--- config.mk ---
export PLATFORM = sky130hd
export DESIGN_NAME = cin_merger
export DESIGN_NICKNAME = d
export VERILOG_FILES = /design/src/rtl/cin_merger.sv
export SDC_FILE = /design/constraint.sdc
export NUM_CORES = 1
export LEC_CHECK = 0
export CAP_MARGIN = 15
export CORE_ASPECT_RATIO = 1.5
export CORE_UTILIZATION = 52
export CTS_CLUSTER_SIZE = 40
export DETAILED_ROUTE_END_ITERATION = 7
export DONT_BUFFER_PORTS = 1
export GPL_ROUTABILITY_DRIVEN = 0
export PLACE_DENSITY = 0.71
export SLEW_MARGIN = 40
export SYNTH_ARGS = -nofsm -noshare
export SYNTH_HDL_FRONTEND = slang
export SYNTH_SLANG_ARGS = --single-unit
--- constraint.sdc ---
create_clock -name clk -period 5.7 [get_ports clk]
set_clock_uncertainty 0.1 [all_clocks]
set_input_delay 1.14 -clock clk [delete_from_list [all_inputs] [get_ports clk]]
set_output_delay 1.14 -clock clk [all_outputs]
set_load 0.02 [all_outputs]
--- src/rtl/cin_merger.sv ---
// cin_merger: packs pairs of half-width feature beats into full-width words.
// The first beat of a pair is held and becomes the low half of the word; the
// second beat becomes the high half. A tile that ends on a low beat is flushed
// as a word whose high half is zero. Finished words go through a 2-entry
// buffer, so S_Ready is derived from registered occupancy only and never
// combinationally from M_Ready.
module cin_merger #(
  parameter int PICTURE_NUM     = 1,
  parameter int CHANNEL_OUT_NUM = 8,
  localparam int HALF_W         = PICTURE_NUM * CHANNEL_OUT_NUM * 4,
  localparam int FULL_W         = 2 * HALF_W
) (
  input  logic              clk,
  input  logic              rst,
  input  logic [HALF_W-1:0] S_Feature,
  input  logic              S_Valid,
  input  logic              S_Last,
  output logic              S_Ready,
  output logic [FULL_W-1:0] M_Feature,
  output logic              M_Valid,
  output logic              M_Last,
  input  logic              M_Ready
);

  typedef enum logic {
    PH_LOW  = 1'b0,
    PH_HIGH = 1'b1
  } phase_t;

  phase_t              phase_r;
  phase_t              phase_nxt_s;
  logic [HALF_W-1:0]   hold_r;
  logic [HALF_W-1:0]   hold_nxt_s;

  // Output buffer: head entry drives the M_* outputs, tail entry is the spare.
  logic [FULL_W-1:0]   head_word_r;
  logic                head_last_r;
  logic [FULL_W-1:0]   tail_word_r;
  logic                tail_last_r;
  logic [1:0]          count_r;
  logic                valid_r;

  logic [FULL_W-1:0]   head_word_nxt_s;
  logic                head_last_nxt_s;
  logic [FULL_W-1:0]   tail_word_nxt_s;
  logic                tail_last_nxt_s;
  logic [1:0]          count_nxt_s;

  logic                ready_s;
  logic                in_xfer_s;
  logic                out_xfer_s;
  logic                push_s;
  logic [FULL_W-1:0]   push_word_s;
  logic                push_last_s;

  // Ready comes from buffer occupancy alone and is forced low during reset.
  assign ready_s    = !rst && (count_r < 2'd2);
  assign in_xfer_s  = S_Valid && ready_s;
  assign out_xfer_s = valid_r && M_Ready;

  assign S_Ready   = ready_s;
  assign M_Valid   = valid_r;
  assign M_Feature = head_word_r;
  assign M_Last    = head_last_r;

  // Pairing: decide whether an accepted beat is held or completes a word.
  always_comb begin
    phase_nxt_s = phase_r;
    hold_nxt_s  = hold_r;
    push_s      = 1'b0;
    push_word_s = {FULL_W{1'b0}};
    push_last_s = 1'b0;
    if (in_xfer_s) begin
      case (phase_r)
        PH_LOW: begin
          if (S_Last) begin
            // Odd tile: flush the lone beat with a zero high half.
            push_s      = 1'b1;
            push_word_s = {{HALF_W{1'b0}}, S_Feature};
            push_last_s = 1'b1;
            phase_nxt_s = PH_LOW;
          end else begin
            hold_nxt_s  = S_Feature;
            phase_nxt_s = PH_HIGH;
          end
        end
        PH_HIGH: begin
          push_s      = 1'b1;
          push_word_s = {S_Feature, hold_r};
          push_last_s = S_Last;
          phase_nxt_s = PH_LOW;
        end
        default: begin
          phase_nxt_s = PH_LOW;
        end
      endcase
    end else begin
      phase_nxt_s = phase_r;
      hold_nxt_s  = hold_r;
    end
  end

  // Buffer update: push and pop may happen together; a pop promotes the tail.
  always_comb begin
    head_word_nxt_s = head_word_r;
    head_last_nxt_s = head_last_r;
    tail_word_nxt_s = tail_word_r;
    tail_last_nxt_s = tail_last_r;
    count_nxt_s     = count_r;
    case (count_r)
      2'd0: begin
        if (push_s) begin
          head_word_nxt_s = push_word_s;
          head_last_nxt_s = push_last_s;
          count_nxt_s     = 2'd1;
        end else begin
          count_nxt_s     = 2'd0;
        end
      end
      2'd1: begin
        case ({push_s, out_xfer_s})
          2'b11: begin
            head_word_nxt_s = push_word_s;
            head_last_nxt_s = push_last_s;
            count_nxt_s     = 2'd1;
          end
          2'b10: begin
            tail_word_nxt_s = push_word_s;
            tail_last_nxt_s = push_last_s;
            count_nxt_s     = 2'd2;
          end
          2'b01: begin
            count_nxt_s     = 2'd0;
          end
          default: begin
            count_nxt_s     = 2'd1;
          end
        endcase
      end
      2'd2: begin
        // Input is stalled when full, so only a pop can occur here.
        if (out_xfer_s) begin
          head_word_nxt_s = tail_word_r;
          head_last_nxt_s = tail_last_r;
          count_nxt_s     = 2'd1;
        end else begin
          count_nxt_s     = 2'd2;
        end
      end
      default: begin
        count_nxt_s = 2'd0;
      end
    endcase
  end

  // Pairing state registers; reset discards any held low half.
  always_ff @(posedge clk or posedge rst) begin
    if (rst) begin
      phase_r <= PH_LOW;
      hold_r  <= {HALF_W{1'b0}};
    end else begin
      phase_r <= phase_nxt_s;
      hold_r  <= hold_nxt_s;
    end
  end

  // Buffer registers; reset drops every buffered word.
  always_ff @(posedge clk or posedge rst) begin
    if (rst) begin
      head_word_r <= {FULL_W{1'b0}};
      head_last_r <= 1'b0;
      tail_word_r <= {FULL_W{1'b0}};
      tail_last_r <= 1'b0;
      count_r     <= 2'd0;
      valid_r     <= 1'b0;
    end else begin
      head_word_r <= head_word_nxt_s;
      head_last_r <= head_last_nxt_s;
      tail_word_r <= tail_word_nxt_s;
      tail_last_r <= tail_last_nxt_s;
      count_r     <= count_nxt_s;
      valid_r     <= (count_nxt_s != 2'd0);
    end
  end

endmodule
==> results, run 1 <==
- Setup repair after global routing left no endpoint under its margin.
- TritonCTS built the clock tree.
- The initial antenna violation count was 0.
- For this design the ratio of total power to cell area is 550 mW/mm2.
- The clock net sink count is 166.
- Yosys attributes the largest share of cell area to sky130_fd_sc_hd__dfrtp_1 (58%), sky130_fd_sc_hd__mux2_2 (15%), sky130_fd_sc_hd__nand2_1 (7.0%).
- STA classifies the critical path startpoint as a flip-flop.
- After clock tree synthesis, the repair step resized 0 gates.
- The critical path startpoint is phase_r.
- The clock insertion delay at the later pin of the skew report is 0.41 ns.
- The first TritonRoute pass finished after 5 iterations.
- The critical path is of the flip-flop to flip-flop type.
- For this run, the share of the core covered by cells in the final layout is between 50% and 60%.
- The height of the die is 145 um.
- The total length of routed met3 wires is 728 um.
- For the finished layout, the period the worst path requires is 2.79 ns.
- The total die area is about 0.014 mm2.
- The cell family contributing the most delay on the critical path is buffers and inverters.
- The critical path goes through buf_16, or2_1, a32oi_4, buf_6, o21ai_1.
- The master of the slowest instance on the critical path is sky130_fd_sc_hd__buf_6.
- Buffers inserted to repair hold after CTS numbered 0.
- For this run, design rule violations remaining after detail routing come to 0.
- The routed length on met2 is 7650 um.
- Counting both buffers and inverters, the worst setup path holds a total of 2.
- The placeable core region is 0.0134 mm2.
- The first global-routing pass estimated 23800 um of wire.
- The library cell used as clock root buffer is sky130_fd_sc_hd__clkbuf_16.
- Global routing used 21.2% of the available tracks across all layers.
- The number of different library cells used by synthesis comes to 23.
- The tool flagged a number of max-cap violations equal to 0.
- The final sum of negative setup slack is 0 ns.
- The worst register-to-register path has a depth of 5.
- The flop and latch count out of synthesis is 166.
- Leaving out fill and tap cells, the most frequent cell in the layout is sky130_fd_sc_hd__dfrtp_1.
- The completed layout was analyzed and its total power is 4.35 mW.
- The post-synthesis instance area is 0.00711 mm2.
- The aggregate global routing overflow is 0.
- Across all layers, the routed design uses 4646 vias.
- The met1 routed wirelength after detailed routing is ~5800 um.
- The critical path crosses 5 cells after its start point.
- The biggest area contributor in the post-synthesis netlist is sky130_fd_sc_hd__dfrtp_1.
- The final-report hold violation count is 0.
- The topmost layer with routed signal wires is met4.
- The fraction of registers with async set or reset after synthesis is 100%.
- The synthesized instance count is around 630.
- Derived from the worst setup path, the maximum achievable clock frequency is 359 MHz.
- The via count of the first global-routing pass was 4763.
- The flow ran to the end, and the final reports show no timing, DRC or antenna violations.
- The count of final max-slew check failures is 0.
- The number of port buffers is 0.
- The post-CTS clock slew at the launch and capture registers of the worst setup and hold paths is ~0.06 ns.
- TritonCTS created 17 clock buffers.
- Headroom to the max-slew limit came out at ~48%.
- The synthesized design devotes to its leading area cell type 58.4% of total area.
- The worst endpoint data arrival time is 2.95 ns.
- The transition time at the pin with the least slew margin is 0.783 ns.
- The top flip-flop cell by instance count after synthesis is sky130_fd_sc_hd__dfrtp_1.
- In this run the most critical hold path is launched from tail_last_r.
- The residual antenna-violating net count after detailed routing is 0.
- The H-tree generated during clock tree synthesis spans 4 levels.
- The detailed-route vias per instance is 5.92.
- The maximum fanout count along the critical path is 116.
- In the finished design, the share of the clock period the worst path needs comes to 48.9%.
- The die is 97.5 um wide.
- The count of flip-flops with a built-in enable after synthesis is 0.
- The maximum number of pins on one net before global-route repair is 167.
- The total number of nets in the final design is 647.
- The fraction of the yosys area taken by sequential cells is 58.4%.
- 104 I/O pins were placed.
- The number of warnings printed during yosys synthesis is 0.
- The critical path capture point type is a flip-flop.
- Leaving out fill and tap cells, the most frequent cells in the layout are sky130_fd_sc_hd__dfrtp_1 (165), sky130_fd_sc_hd__nand2_1 (132), sky130_fd_sc_hd__o21ai_1 (97), sky130_fd_sc_hd__mux2_2 (96), sky130_fd_sc_hd__a22oi_1 (65).
- Buffers added to address setup during post-CTS repair amount to 0.
- The maximum cell stage delay along the critical path is around 0.65 ns.
- The cell row count is 52.
- The reg-to-reg critical path startpoint is phase_r.
- The final number of setup-violating endpoints is 0.
- The longest clock path from root to sink contains 2 buffers.
- The required time of the critical path is 5.86 ns.
- The starting density of the core is 53.1%.
- The routed wire length is 14500 um.
- The cell leakage power is around 3.3 nW.
- After detailed routing, the average wire length per cell comes to approximately 18 um.
- The number of antenna cells inserted is 0.
- The kind of path behind the tightest hold check is flip-flop to flip-flop.
- The half-perimeter wire length after placement is 8980 um.
- The peak ir drop on the vdd network is 0.000245 V.
- After the first detailed-routing iteration, the DRC count stood at between 200 and 250.
- Along the worst hold path, the cell count comes to 2.
- The post-synthesis area per instance is 11.3 um2.
- Across all hold checks on the routed design, the worst slack comes to slightly below 0.4 ns.
- Of the cells placed in the final design, the portion with a size suffix greater than 1 is 23.3%.
- The relative area change from synthesis to final layout is 11.3%.
- The post-synthesis net count is 668.
==> cell usage after synthesis (3+ instances only) <==
cell type	count
sky130_fd_sc_hd__dfrtp_1	166
sky130_fd_sc_hd__nand2_1	132
sky130_fd_sc_hd__o21ai_1	97
sky130_fd_sc_hd__mux2_2	96
sky130_fd_sc_hd__a22oi_1	65
sky130_fd_sc_hd__buf_2	33
sky130_fd_sc_hd__clkbuf_1	11
sky130_fd_sc_hd__nor2_1	6
sky130_fd_sc_hd__a21oi_1	4
sky130_fd_sc_hd__buf_4	4
sky130_fd_sc_hd__and2_1	3
==> path summary, 6_finish.rpt <==
path	endpoint	slack, ns
max in group asynchronous	M_Feature[15]	4.15
max reg2reg	M_Feature[50]	2.92
min	tail_last_r	0.39
max	M_Feature[50]	2.92
min in group asynchronous	M_Feature[2]	0.60
min reg2reg	tail_last_r	0.39
==> metrics by stage <==
step	setup WS (ns)	instance area [um2]	cells
after global placement	2.41	7160	749
final	2.92	7920	785
after CTS	2.92	7890	784
after detailed placement	2.66	7230	752
after global routing	2.73	7920	785
after floorplan	2.35	7120	631
==> power by group <==
part | total, mW | switching (mW) | internal (mW) | leakage, nW
registers | 2.15 | 0.510 | 1.64 | 2.17
logic | 0.966 | 0.487 | 0.479 | 0.830
clock network | 1.24 | 0.453 | 0.784 | 0.320
total | 4.35 | 1.45 | 2.90 | 3.32
==> logic make-up after synthesis <==
kind of cell	synth area share (%)
buffers and inverters	3.48
DFF	58.4
muxes	15.2
AOI/OAI and AO/OA	14.6
and+or+nand+nor	8.29
==> metal layers <==
metal	vias up	GRT usage, %
met5	-	0
met4	0	8.90
met3	23	6.02
met1	2318	24.7
li1	2176	-
met2	129	36.3
==> registers in the layout, indices dropped and copies added, names as in the netlist <==
name	count
hold_r	32
tail_last_r	1
tail_word_r	64
phase_r	1
count_r	2
M_Last	1
M_Feature	64
M_Valid	1
==> worst reg2reg max path: stages (launching register included) <==
cell and delay, ns:
sky130_fd_sc_hd__dfrtp_2 0.59, sky130_fd_sc_hd__buf_16 0.25, sky130_fd_sc_hd__or2_1 0.33, sky130_fd_sc_hd__a32oi_4 0.48, sky130_fd_sc_hd__buf_6 0.65, sky130_fd_sc_hd__o21ai_1 0.23
==> cell type report <==
type | count | area [um2]
clock buffer | 22 | 484
clock inverter | 10 | 169
fill | 1088 | 5490
inverter | 1 | 7.51
multi-input combinational | 414 | 2740
sequential | 166 | 4160
tap | 162 | 203
timing repair buffer | 10 | 156
(Power assumes the default switching activity.)
==> run 2: changes to the inputs <==
==> constraint.sdc (replaced) <==
create_clock -name clk -period 2.25 [get_ports clk]
set_clock_uncertainty 0.1 [all_clocks]
set_input_delay 0.45 -clock clk [delete_from_list [all_inputs] [get_ports clk]]
set_output_delay 0.45 -clock clk [all_outputs]
set_load 0.02 [all_outputs]
==> results, run 2 (synthesis gave the netlist of run 1 again) <==
- The highest achievable clock rate is 503 MHz (+40%).
- The post-CTS clock slew at the launch and capture registers of the worst setup and hold paths is 0.06 ns (about the same).
- The final period utilization was 88.4% (+40 points).
- The detailed router's first-iteration violation count is 232 (+0.43%).
- The type of the worst setup path is flip-flop to flip-flop.
- The share of power burned in the clock network was 27.8% (-0.6 points).
- The nature of the critical path startpoint is a flip-flop.
- The worst endpoint data arrival time was 2.22 ns (-0.73 ns).
- The global-route wire length before repair is 25500 um (+7.1%).
- The clock tree buffer depth came to 2 (unchanged).
- The share of final-layout standard cells stronger than drive strength 1 is 23.5% (+0.25 points).
- The worst hold path belongs to the class input pin to flip-flop.
- The switching power came to 3.67 mW (+150%).
- The height of the die is 145 um (unchanged).
- The switching share of power was 33.3% (-0.057 points).
- Setup repair after global routing left no endpoint under its margin.
- The via count of the first global-routing pass is 4879 (+2.4%).
- The proportion of power drawn by flip-flops and latches is 49.0% (-0.4 points).
- Clock tree synthesis selected as its root buffer the cell sky130_fd_sc_hd__clkbuf_16.
- The die boundary width was 97.5 um (unchanged).
- The total die area is 0.0142 mm2 (unchanged).
- The final number of setup-violating endpoints was 0 (unchanged).
- The number of gates given a new drive strength after cts is 0 (unchanged).
- The TritonCTS clock tree is built.
- The number of standard cells in the layout, taps in and fillers out is 791 (+0.76%).
- The residual antenna-violating net count after detailed routing came to 0 (unchanged).
- The max-capacitance violation count is 0 (unchanged).
- The setup slack of the most critical reg-to-reg path is 0.26 ns (-2.65 ns).
- The clock insertion delay at the later pin of the skew report is 0.41 ns (about the same).
- The final-layout worst hold slack is 0.0518 ns (-0.335 ns).
- The maximum number of pins on one net before global-route repair came to 65 (-61%).
- The final sum of negative setup slack came to 0 ns (unchanged).
- The cell row count is 52 (unchanged).
- The count of final max-slew check failures came to 0 (unchanged).
- The proportion of power drawn by combinational gates is 23.1% (+0.9 points).
- The total number of nets in the final design is 656 (+1.4%).
- The residual DRC count is 0 (unchanged).
- The total placed cells including tap cells is 761 (+1.2%).
- From synthesis to final layout, the design area changed by 12.3%.
- The required time of the critical path came to 2.49 ns (-3.37 ns).
- The peak ir drop on the vdd network is 0.000627 V (+160%).
- The first-pass detailed-route iteration total came to 4 (-1).
- The cell leakage power is 3.35 nW (+0.94%).
- The half-perimeter wire length after placement is 9540 um (+6.2%).
- The time the final worst path needs with I/O delays and setup was 1.99 ns (-0.796 ns).
- The most common cell after layout, fill and taps aside is sky130_fd_sc_hd__dfrtp_1.
- The aggregate global routing overflow is 0 (unchanged).
- The relative slew slack came to 57.2% (+9.3 points).
- The run finished with clean final reports.
- The I/O pin count is 104 (unchanged).
- The number of antenna cells inserted was 0 (unchanged).
- The via count was 4641 (-0.11%).
- The transition time at the pin with the least slew margin is 0.641 ns (-0.142 ns).
- The starting density of the core is 53.1% (unchanged).
- The mean routed wirelength per cell came to 19.1 um (+3.2%).
- The routed wire length is 15100 um (+4.0%).
- The clock buffer count from CTS is 17 (unchanged).
- The clock net sink count came to 166 (unchanged).
- The final-report hold violation count is 0 (unchanged).
- The detailed-route vias per instance is 5.87 (-0.87%).
- The cell-internal power is 7.37 mW (+150%).
- The placeable core region is 0.0134 mm2 (unchanged).
- The maximum level of the CTS H-tree is 4 (unchanged).
- The final-layout fill cell count is 1097 (+0.83%).
- STA classifies the critical path endpoint as a flip-flop.
- The utilization after layout is 59.6% (+0.56 points).
- The total global routing track utilization is 22.9% (+1.7 points).
- The initial antenna violation count came to 0 (unchanged).
- The library cells used most frequently in the layout, excluding fill and tap cells, are sky130_fd_sc_hd__dfrtp_1 (165), sky130_fd_sc_hd__nand2_1 (132), sky130_fd_sc_hd__o21ai_1 (97), sky130_fd_sc_hd__mux2_2 (96), sky130_fd_sc_hd__a22oi_1 (65).
- The power density over cell area is 1380 mW/mm2 (+150%).
- The number of port buffers was 0 (unchanged).
- The maximum fanout count along the critical path is 33 (-72%).
[run 2: cell count changes in the layout (fill, tap and decap cells not counted), sizes merged]
cell / delta
dlygate4sd3: +1
clkbuf: -2
clkinvlp: +2
buf: +8
clkinv: -4
bufinv: +1
[run 2: stage by stage]
step	total power [mW]	instance area [um2]	setup WS, ns
CTS	11.1	7990	0.263
finish	11.0	7990	0.261
global route	11.7	7990	0.112
detailed placement	8.04	7360	0.295
floorplan	7.28	7120	-0.413
global placement	7.86	7360	0.399
[run 2: worst max-delay path, stage by stage (launching register included)]
cell                      delay [ns]
sky130_fd_sc_hd__dfrtp_1        0.47
sky130_fd_sc_hd__nor3b_4        0.47
sky130_fd_sc_hd__and2_1         0.34
sky130_fd_sc_hd__buf_12         0.26
sky130_fd_sc_hd__a22oi_1        0.10
sky130_fd_sc_hd__o21ai_1        0.16
[run 2: worst paths after layout]
kind / endpoint / cells past startpoint / start
setup / recovery: M_Feature[28] / 5 / count_r[1]
hold / removal: tail_word_r[40] / 2 / S_Feature[8]
setup reg to reg: M_Feature[28] / 5 / count_r[1]
hold reg to reg: tail_word_r[36] / 2 / tail_word_r[36]
max in group asynchronous: tail_word_r[55] / 3 / rst
min in group asynchronous: M_Feature[10] / 2 / rst
[run 2: timing repair]
action,in CTS,in global routing
endpoints found under the hold margin,22,0
hold buffers,1,0
buffers inserted,0,0
[run 2: metal layers]
metal  GRT usage [%]  vias to the layer above  wire length, um
met5               0                        -                0
met4            7.79                        0              276
met3            6.65                       16              879
met2            39.6                      119             8010
met1            27.0                     2317             5920
li1                -                     2189                -
[run 2: power groups by stage]
stage          Sequential (mW)  Clock [mW]  Combinational [mW]
6_report                  5.41        3.07                2.55
5_1_grt                   5.57        3.26                2.86
4_1_cts                   5.42        3.13                2.58
3_5_place_dp              5.47           0                2.57
3_3_place_gp              5.40           0                2.46
2_1_floorplan             5.20           0                2.08
[run 2: final cells by class]
cell class	instances	area (um2)	share of cell area, %
multi-input cells	414	2740	34.3
clock buffers	20	437	5.47
flip-flops and latches	166	4160	52.0
inverters	1	7.51	0.0940
repair buffers	19	270	3.38
well taps	162	203	2.54
clock inverters	9	179	2.24
